$ cat config.mk
export PLATFORM = sky130hd
export DESIGN_NAME = multicycle_controller
export DESIGN_NICKNAME = d
export VERILOG_FILES = /design/src/rtl/multicycle_controller.sv
export SDC_FILE = /design/constraint.sdc
export NUM_CORES = 1
export LEC_CHECK = 0
export ABC_AREA = 1
export BUFFER_PORTS_ARGS = -buffer_cell sky130_fd_sc_hd__buf_2
export CELL_PAD_IN_SITES_DETAIL_PLACEMENT = 2
export CELL_PAD_IN_SITES_GLOBAL_PLACEMENT = 2
export CORE_UTILIZATION = 20
export DETAILED_ROUTE_END_ITERATION = 8
export PLACE_DENSITY = 0.8
export SLEW_MARGIN = 30
export SYNTH_ARGS = -nofsm -noshare
export SYNTH_HDL_FRONTEND = slang
export SYNTH_SLANG_ARGS = --single-unit
$ cat constraint.sdc
create_clock -name clk -period 1.25 [get_ports clk]
set_clock_uncertainty 0.1 [all_clocks]
set_input_delay 0.125 -clock clk [delete_from_list [all_inputs] [get_ports clk]]
set_output_delay 0.125 -clock clk [all_outputs]
set_load 0.01 [all_outputs]
$ cat src/rtl/multicycle_controller.sv
`default_nettype none
// ============================================================================
//  Module   : multicycle_controller
//  Brief    : Moore FSM controller for the multicycle MIPS datapath. Runs
//             each instruction over 3-5 cycles, with memready wait states,
//             illegal-instruction detection and a retire pulse.
//  Revision : 1.0 - initial release
// ============================================================================
module multicycle_controller #(
  parameter int OPWIDTH  = 6,
  parameter int FNWIDTH  = 6,
  parameter int ALUWIDTH = 3
) (
  input  logic                clk,
  input  logic                reset,
  input  logic [OPWIDTH-1:0]  op,
  input  logic [FNWIDTH-1:0]  funct,
  input  logic                zero,
  input  logic                memready,
  output logic                iord,
  output logic                memwrite,
  output logic                irwrite,
  output logic                pcen,
  output logic [1:0]          pcsrc,
  output logic                alusrca,
  output logic [1:0]          alusrcb,
  output logic [ALUWIDTH-1:0] alucontrol,
  output logic                regdst,
  output logic                memtoreg,
  output logic                regwrite,
  output logic                illegal,
  output logic                instr_done
);

  localparam logic [OPWIDTH-1:0]  C_OP_R    = OPWIDTH'(6'b000000);
  localparam logic [OPWIDTH-1:0]  C_OP_LW   = OPWIDTH'(6'b100011);
  localparam logic [OPWIDTH-1:0]  C_OP_SW   = OPWIDTH'(6'b101011);
  localparam logic [OPWIDTH-1:0]  C_OP_BEQ  = OPWIDTH'(6'b000100);
  localparam logic [OPWIDTH-1:0]  C_OP_BNE  = OPWIDTH'(6'b000101);
  localparam logic [OPWIDTH-1:0]  C_OP_ADDI = OPWIDTH'(6'b001000);
  localparam logic [OPWIDTH-1:0]  C_OP_J    = OPWIDTH'(6'b000010);

  localparam logic [FNWIDTH-1:0]  C_FN_ADD  = FNWIDTH'(6'b100000);
  localparam logic [FNWIDTH-1:0]  C_FN_SUB  = FNWIDTH'(6'b100010);
  localparam logic [FNWIDTH-1:0]  C_FN_AND  = FNWIDTH'(6'b100100);
  localparam logic [FNWIDTH-1:0]  C_FN_OR   = FNWIDTH'(6'b100101);
  localparam logic [FNWIDTH-1:0]  C_FN_SLT  = FNWIDTH'(6'b101010);

  localparam logic [ALUWIDTH-1:0] C_ALU_ADD = ALUWIDTH'(3'b010);
  localparam logic [ALUWIDTH-1:0] C_ALU_SUB = ALUWIDTH'(3'b110);
  localparam logic [ALUWIDTH-1:0] C_ALU_AND = ALUWIDTH'(3'b000);
  localparam logic [ALUWIDTH-1:0] C_ALU_OR  = ALUWIDTH'(3'b001);
  localparam logic [ALUWIDTH-1:0] C_ALU_SLT = ALUWIDTH'(3'b111);

  typedef enum logic [3:0] {
    S_FETCH   = 4'd0,
    S_DECODE  = 4'd1,
    S_MEMADR  = 4'd2,
    S_MEMRD   = 4'd3,
    S_MEMWB   = 4'd4,
    S_MEMWR   = 4'd5,
    S_EXECUTE = 4'd6,
    S_ALUWB   = 4'd7,
    S_BRANCH  = 4'd8,
    S_ADDIEX  = 4'd9,
    S_ADDIWB  = 4'd10,
    S_JUMP    = 4'd11,
    S_ILLEGAL = 4'd12
  } state_t;

  state_t               r_state;
  state_t               w_next;
  logic                 r_isbne;    // branch flavour captured in DECODE
  logic [ALUWIDTH-1:0]  r_execalu;  // R-type ALU op captured in DECODE
  logic                 w_fnlegal;
  logic [ALUWIDTH-1:0]  w_fnalu;
  logic                 w_memwrite;
  logic                 w_irwrite;
  logic                 w_pcen;
  logic                 w_regwrite;
  logic                 w_illegal;
  logic                 w_done;

  // R-type funct decode: ALU operation and legality
  always_comb begin
    w_fnlegal = 1'b1;
    w_fnalu   = C_ALU_ADD;
    case (funct)
      C_FN_ADD: w_fnalu = C_ALU_ADD;
      C_FN_SUB: w_fnalu = C_ALU_SUB;
      C_FN_AND: w_fnalu = C_ALU_AND;
      C_FN_OR:  w_fnalu = C_ALU_OR;
      C_FN_SLT: w_fnalu = C_ALU_SLT;
      default:  w_fnlegal = 1'b0;
    endcase
  end

  // State register; reset returns to FETCH immediately
  always_ff @(posedge clk or posedge reset) begin
    if (reset) r_state <= S_FETCH;
    else       r_state <= w_next;
  end

  // Capture decode-time fields so later states ignore IR changes
  always_ff @(posedge clk or posedge reset) begin
    if (reset) begin
      r_isbne   <= 1'b0;
      r_execalu <= C_ALU_ADD;
    end else if (r_state == S_DECODE) begin
      r_isbne   <= (op == C_OP_BNE);
      r_execalu <= w_fnalu;
    end
  end

  // Next-state and state-decoded datapath controls
  always_comb begin
    w_next     = S_FETCH;
    iord       = 1'b0;
    w_memwrite = 1'b0;
    w_irwrite  = 1'b0;
    w_pcen     = 1'b0;
    pcsrc      = 2'b00;
    alusrca    = 1'b0;
    alusrcb    = 2'b00;
    alucontrol = C_ALU_ADD;
    regdst     = 1'b0;
    memtoreg   = 1'b0;
    w_regwrite = 1'b0;
    w_illegal  = 1'b0;
    w_done     = 1'b0;
    case (r_state)
      S_FETCH: begin
        alusrcb   = 2'b01;
        w_irwrite = memready;
        w_pcen    = memready;
        w_next    = memready ? S_DECODE : S_FETCH;
      end
      S_DECODE: begin
        alusrcb = 2'b11;
        if (op == C_OP_LW || op == C_OP_SW)        w_next = S_MEMADR;
        else if (op == C_OP_R && w_fnlegal)        w_next = S_EXECUTE;
        else if (op == C_OP_BEQ || op == C_OP_BNE) w_next = S_BRANCH;
        else if (op == C_OP_ADDI)                  w_next = S_ADDIEX;
        else if (op == C_OP_J)                     w_next = S_JUMP;
        else                                       w_next = S_ILLEGAL;
      end
      S_MEMADR: begin
        alusrca = 1'b1;
        alusrcb = 2'b10;
        w_next  = (op == C_OP_SW) ? S_MEMWR : S_MEMRD;
      end
      S_MEMRD: begin
        iord   = 1'b1;
        w_next = memready ? S_MEMWB : S_MEMRD;
      end
      S_MEMWB: begin
        memtoreg   = 1'b1;
        w_regwrite = 1'b1;
        w_done     = 1'b1;
      end
      S_MEMWR: begin
        iord       = 1'b1;
        w_memwrite = 1'b1;
        w_done     = memready;
        w_next     = memready ? S_FETCH : S_MEMWR;
      end
      S_EXECUTE: begin
        alusrca    = 1'b1;
        alucontrol = r_execalu;
        w_next     = S_ALUWB;
      end
      S_ALUWB: begin
        regdst     = 1'b1;
        w_regwrite = 1'b1;
        w_done     = 1'b1;
      end
      S_BRANCH: begin
        alusrca    = 1'b1;
        alucontrol = C_ALU_SUB;
        pcsrc      = 2'b01;
        w_pcen     = r_isbne ? ~zero : zero;
        w_done     = 1'b1;
      end
      S_ADDIEX: begin
        alusrca = 1'b1;
        alusrcb = 2'b10;
        w_next  = S_ADDIWB;
      end
      S_ADDIWB: begin
        w_regwrite = 1'b1;
        w_done     = 1'b1;
      end
      S_JUMP: begin
        pcsrc  = 2'b10;
        w_pcen = 1'b1;
        w_done = 1'b1;
      end
      S_ILLEGAL: begin
        w_illegal = 1'b1;
        w_done    = 1'b1;
      end
      default: w_next = S_FETCH;
    endcase
  end

  // Write enables and pulses are held low while reset is asserted
  assign memwrite   = w_memwrite & ~reset;
  assign irwrite    = w_irwrite  & ~reset;
  assign pcen       = w_pcen     & ~reset;
  assign regwrite   = w_regwrite & ~reset;
  assign illegal    = w_illegal  & ~reset;
  assign instr_done = w_done     & ~reset;

endmodule
`default_nettype wire

**Word level (Yosys, flattened, before mapping)**

Cells that the tools add are included.

- Logic and storage cells: 71
- Input port bits: 16
- Output and inout port bits: 17
- Register bits after elaboration: 8

- Bitwise gates (word level): 8
- Equal/unequal tests: 23
- Mux-type cells: 26
- Reduce and logical (&&, ||, !) cells: 11

Operators by type and width:

| operator | count |
|---|---|
| $eq 6x6->1 const B | 7 |
| $pmux 4 s7 | 1 |
| $eq 4x4->1 const B | 5 |
| $mux 3 | 6 |
| $eq 4x3->1 const B | 4 |
| $eq 6x3->1 const B | 2 |
| $pmux 3 s4 | 1 |
| $mux 1 | 11 |
| $eq 4x2->1 const B | 2 |
| $mux 4 | 2 |
| $and 1x1->1 | 6 |
| $eq 6x2->1 const B | 1 |
| $eq 6x4->1 const B | 1 |
| $logic_not 6->1 | 1 |
| $pmux 2 s3 | 1 |
| $pmux 3 s2 | 1 |
| $reduce_or 6->1 | 1 |
| $reduce_or 5->1 | 1 |
| $eq 4x1->1 const B | 1 |
| $logic_not 4->1 | 1 |
| $pmux 2 s2 | 1 |
| $reduce_or 2->1 | 2 |
| $reduce_or 4->1 | 1 |
| $pmux 1 s3 | 1 |
| other kinds (5) | 7 |

**Depth between registers and ports, before layout**

- Word-level depth: 7
- Gate-level depth with buffers: 9
- Depth with buffers taken out: 9

**Worst setup path before layout**

OpenSTA, ideal clock, no wires.

- Kind: register to output
- Start point: reg r_state[3]
- End point: out instr_done
- Cell stages (with the launch flop): 8
- Data required time: 1025 ps
- Buffers on the path: 0
- Data arrival time: 1176 ps
- Path slack: -151 ps
- Cell sequence: dfrtp_1 -> inv_1 -> nand2_1 -> nor3_1 -> nor2_1 -> nand2_1 -> nand2_1 -> nand2_1

- Word-level cells in the longest chain between the ends: 4
- Elaborated cells on any way between the ends: 10
- Classes of those cells: eq/ne: 7; mux: 1; bitwise: 1; reduce/logical: 1

RTL lines:

| element | line | text |
|---|---|---|
| from (decl) | 71 | `state_t r_state;` |
| from (signal assigned) | 101 | `else r_state <= w_next;` |
| $eq 4x4->1 / $eq 4x3->1 (equally long branches) | 131 | `case (r_state)` |
| $reduce_or 6->1 (no source line) | n/a |  |
| $pmux 1 s2 (*) | 131 |  |
| $and 1x1->1 (*) | 212 | `assign instr_done = w_done & ~reset;` |
| to (decl) | 32 | `output logic instr_done` |

Every way passes the cells marked *; elsewhere a longest branch is shown, timed or not.

**Worst setup path in the final report**

- Start point: reg r_state[1]
- End point: out pcen

- Word-level cells in the longest chain between the ends: 3
- Elaborated cells on any way between the ends: 5
- Classes of those cells: eq/ne: 2; mux: 1; bitwise: 1; reduce/logical: 1

RTL lines:

| element | line | text |
|---|---|---|
| $eq 4x4->1 / $logic_not 4->1 (equally long branches) | 131 |  |
| $pmux 1 s3 (*) | 131 |  |
| $and 1x1->1 (*) | 209 | `assign pcen = w_pcen & ~reset;` |
| to (decl) | 23 | `output logic pcen,` |

Marked as above.

==> impl_metrics.tcl <==
set metrics [dict create \
    register_area_um2 205 \
    drt_pass1_iterations 4 \
    crit_arrival_ns 1.55 \
    fmax_ghz 0.563 \
    dieArea_um2 3940 \
    end_kind "output port" \
    final_cell_mix "buf_2, buf_4, nand2_1" \
    maxCapViolations 0 \
    cts_tree "done" \
    finalHoldViolCount 0 \
    grt_antenna_before_repair 0 \
    synth_nets 142 \
    fin_ws_ns -0.526 \
    gp_congestion 0.843 \
    ys_seq_area_frac 0.273 \
    cp_max_fo 4 \
    drtIter0Drc 30 \
    power_density_nw_per_um2 1860 \
    final_common_cell "buf_2" \
    tightest_slew_ns 0.280 \
    violations "setup timing" \
    hp-class "in -> reg" \
    synth_area_leaders "dfrtp_1, nand2_1, nor2_1, inv_1, nand3_1" \
    hold_ws_ns 0.0918 \
    fin_crit_ns 1.78 \
    p_comb_frac 0.697 \
    ys_types 21 \
    grt_usage 0.231 \
    vias 1175 \
    start_util 0.214 \
    ioPinCount 33 \
    intPower_mw 1.56 \
    tns_ns -10.85 \
    via_per_inst 4.84 \
    syn-cell-area_um2 738 \
    die_x_um 62.8 \
    wl_mm 4.85 \
    syn_to_final_growth_pct 115 \
    core_um2 3440 \
    synth-warning-count 0 \
    crit_type "reg -> out" \
    final.fill_count 402 \
    syn_avg_cell_area_um2 5.86 \
    detail-route-antenna-nets 0 \
    start_kind "flip-flop" \
    ir_worst_vdd_mv 0.701 \
    whs_path_depth 3 \
    sequentialPowerShare 0.178 \
    antennaDiodeCount 0 \
    worstPathRequired_ns 1.02 \
    clockRootBuffer "clkbuf_8" \
    drv_slew 0 \
    reg2reg_from "r_state[2]" \
    cts_buffer_depth 2 \
    fin_cells 243 \
    max_slew_margin 0.813 \
    wl_per_cell_um 20.0 \
    cts_sinks 8 \
    numCtsBuffers 3 \
    htreeDepth 1 \
    drive_above_1_share 0.635 \
    grt_max_degree 9 \
    r2r_slack_ns -0.50 \
    die_h_um 62.8 \
    hold_path_end "r_isbne" \
    num-nets-final 214 \
    synth_seq_cells 8 \
    r2r-end "r_execalu[1]" \
    overflow 0 \
    setup_violations 25 \
    route.detailed.drc 0 \
    multi_input_area_um2 671 \
    p_switching_mw 1.38 \
    synth.largest_area_cell "dfrtp_1" \
    p_clk_frac 0.124 \
    finalCritPeriodShare 1.42 \
    ff2ff_path_depth 8 \
    clk_pin_slew_ns 0.06 \
    clock_latency_ns 0.24 \
    grt_pass1_vias 1252 \
    syn-instance-count 126 \
    yosysTopAreaCellShare 0.237 \
    dp_slack_ns -0.220 \
    place.port_buffers 32 \
    p_sw_frac 0.470 \
    power_mw 2.94 \
    grt_pass1_wl_mm 6.81 \
    hold_path_startpoint "op[0]" \
    place_inst 221 \
    status "finished with violations" \
    hpwl_mm 2.72 \
    power_leakage_nw 0.873 \
    row_count 21 \
    rsz0062_at_grt "yes" \
]
==> flip-flops by register name, summed over array words and instances, names as in the netlist <==
signal     flops
r_state        4
r_isbne        1
r_execalu      3
==> worst max-delay path: stages, from the launching register on <==
cell	delay [ns]
dfrtp_2	0.46
buf_4	0.16
nor2_4	0.16
buf_4	0.15
nand3_4	0.09
a21oi_2	0.15
buf_2	0.14
==> Yosys cell counts <==
cell type and count:
nor3_2 1, dfrtp_1 7, nor2_8 1, nor2_1 27
nand3_1 7, nor3_1 5, nand4_1 4, dfstp_2 1
nand3b_1 2, and2_1 1, o21ai_0 5, nand2_1 34
and3_1 1, a21oi_1 2, a31oi_1 3, xor2_1 1
inv_2 3, inv_1 18, nand2_4 1, or2_1 1
nor2_2 1
==> final cells by class <==
| cell class | instances | area share |
|---|---|---|
| Clock buffer | 4 | 0.0284 |
| Timing Repair Buffer | 67 | 0.329 |
| Sequential cell | 8 | 0.130 |
| Multi-Input combinational cell | 97 | 0.423 |
| Tap cell | 46 | 0.0363 |
| Inverter | 21 | 0.0529 |
==> per-layer routing <==
layer	GRT usage	vias to the layer above	share of wire
li1	-	541	-
met3	0.0310	16	0.028
met4	0.102	0	0.039
met1	0.254	582	0.41
met2	0.433	36	0.52
met5	0	-	0
==> logic make-up after synthesis <==
group                     Yosys count  synth area share
and+or+nand+nor                    86             0.536
buffers and inverters              21             0.107
AOI/OAI and AO/OA                  10            0.0729
DFF                                 8             0.273
xor gates and xnor gates            1            0.0119
==> power by group through the flow <==
stage          sequential [mW]  combinational, mW  clock (mW)
5_1_grt                  0.531               2.17       0.390
4_1_cts                  0.487               1.52       0.336
3_5_place_dp             0.460               1.16           0
6_report                 0.524               2.05       0.366
3_3_place_gp             0.449               1.09           0
2_1_floorplan            0.444              0.602           0
==> stage by stage <==
step | utilization | area, µm²
6_report | 0.460 | 1580
5_1_grt | 0.460 | 1580
3_3_place_gp | 0.327 | 1120
2_1_floorplan | - | 767
4_1_cts | 0.400 | 1380
3_5_place_dp | 0.327 | 1120
==> how the worst max path moves through the flow <==
stage / cells past startpoint / to / from
2_1_floorplan: 5 / pcen / r_state[2]
3_3_place_gp: 5 / alucontrol[1] / r_state[2]
3_5_place_dp: 7 / instr_done / r_state[2]
4_1_cts: 6 / alucontrol[1] / r_state[3]
5_1_grt: 8 / r_execalu[1] / r_state[2]
6_report: 6 / pcen / r_state[1]
==> repair_timing <==
item / CTS / global route
gates resized for setup: 44 / 33
endpoints found under the hold margin: 7 / 0
hold buffers: 1 / 0
endpoints found under the setup margin: 25 / 25
pin swaps: 11 / 19
buffers inserted: 8 / 12
(Power assumes the default switching activity.)
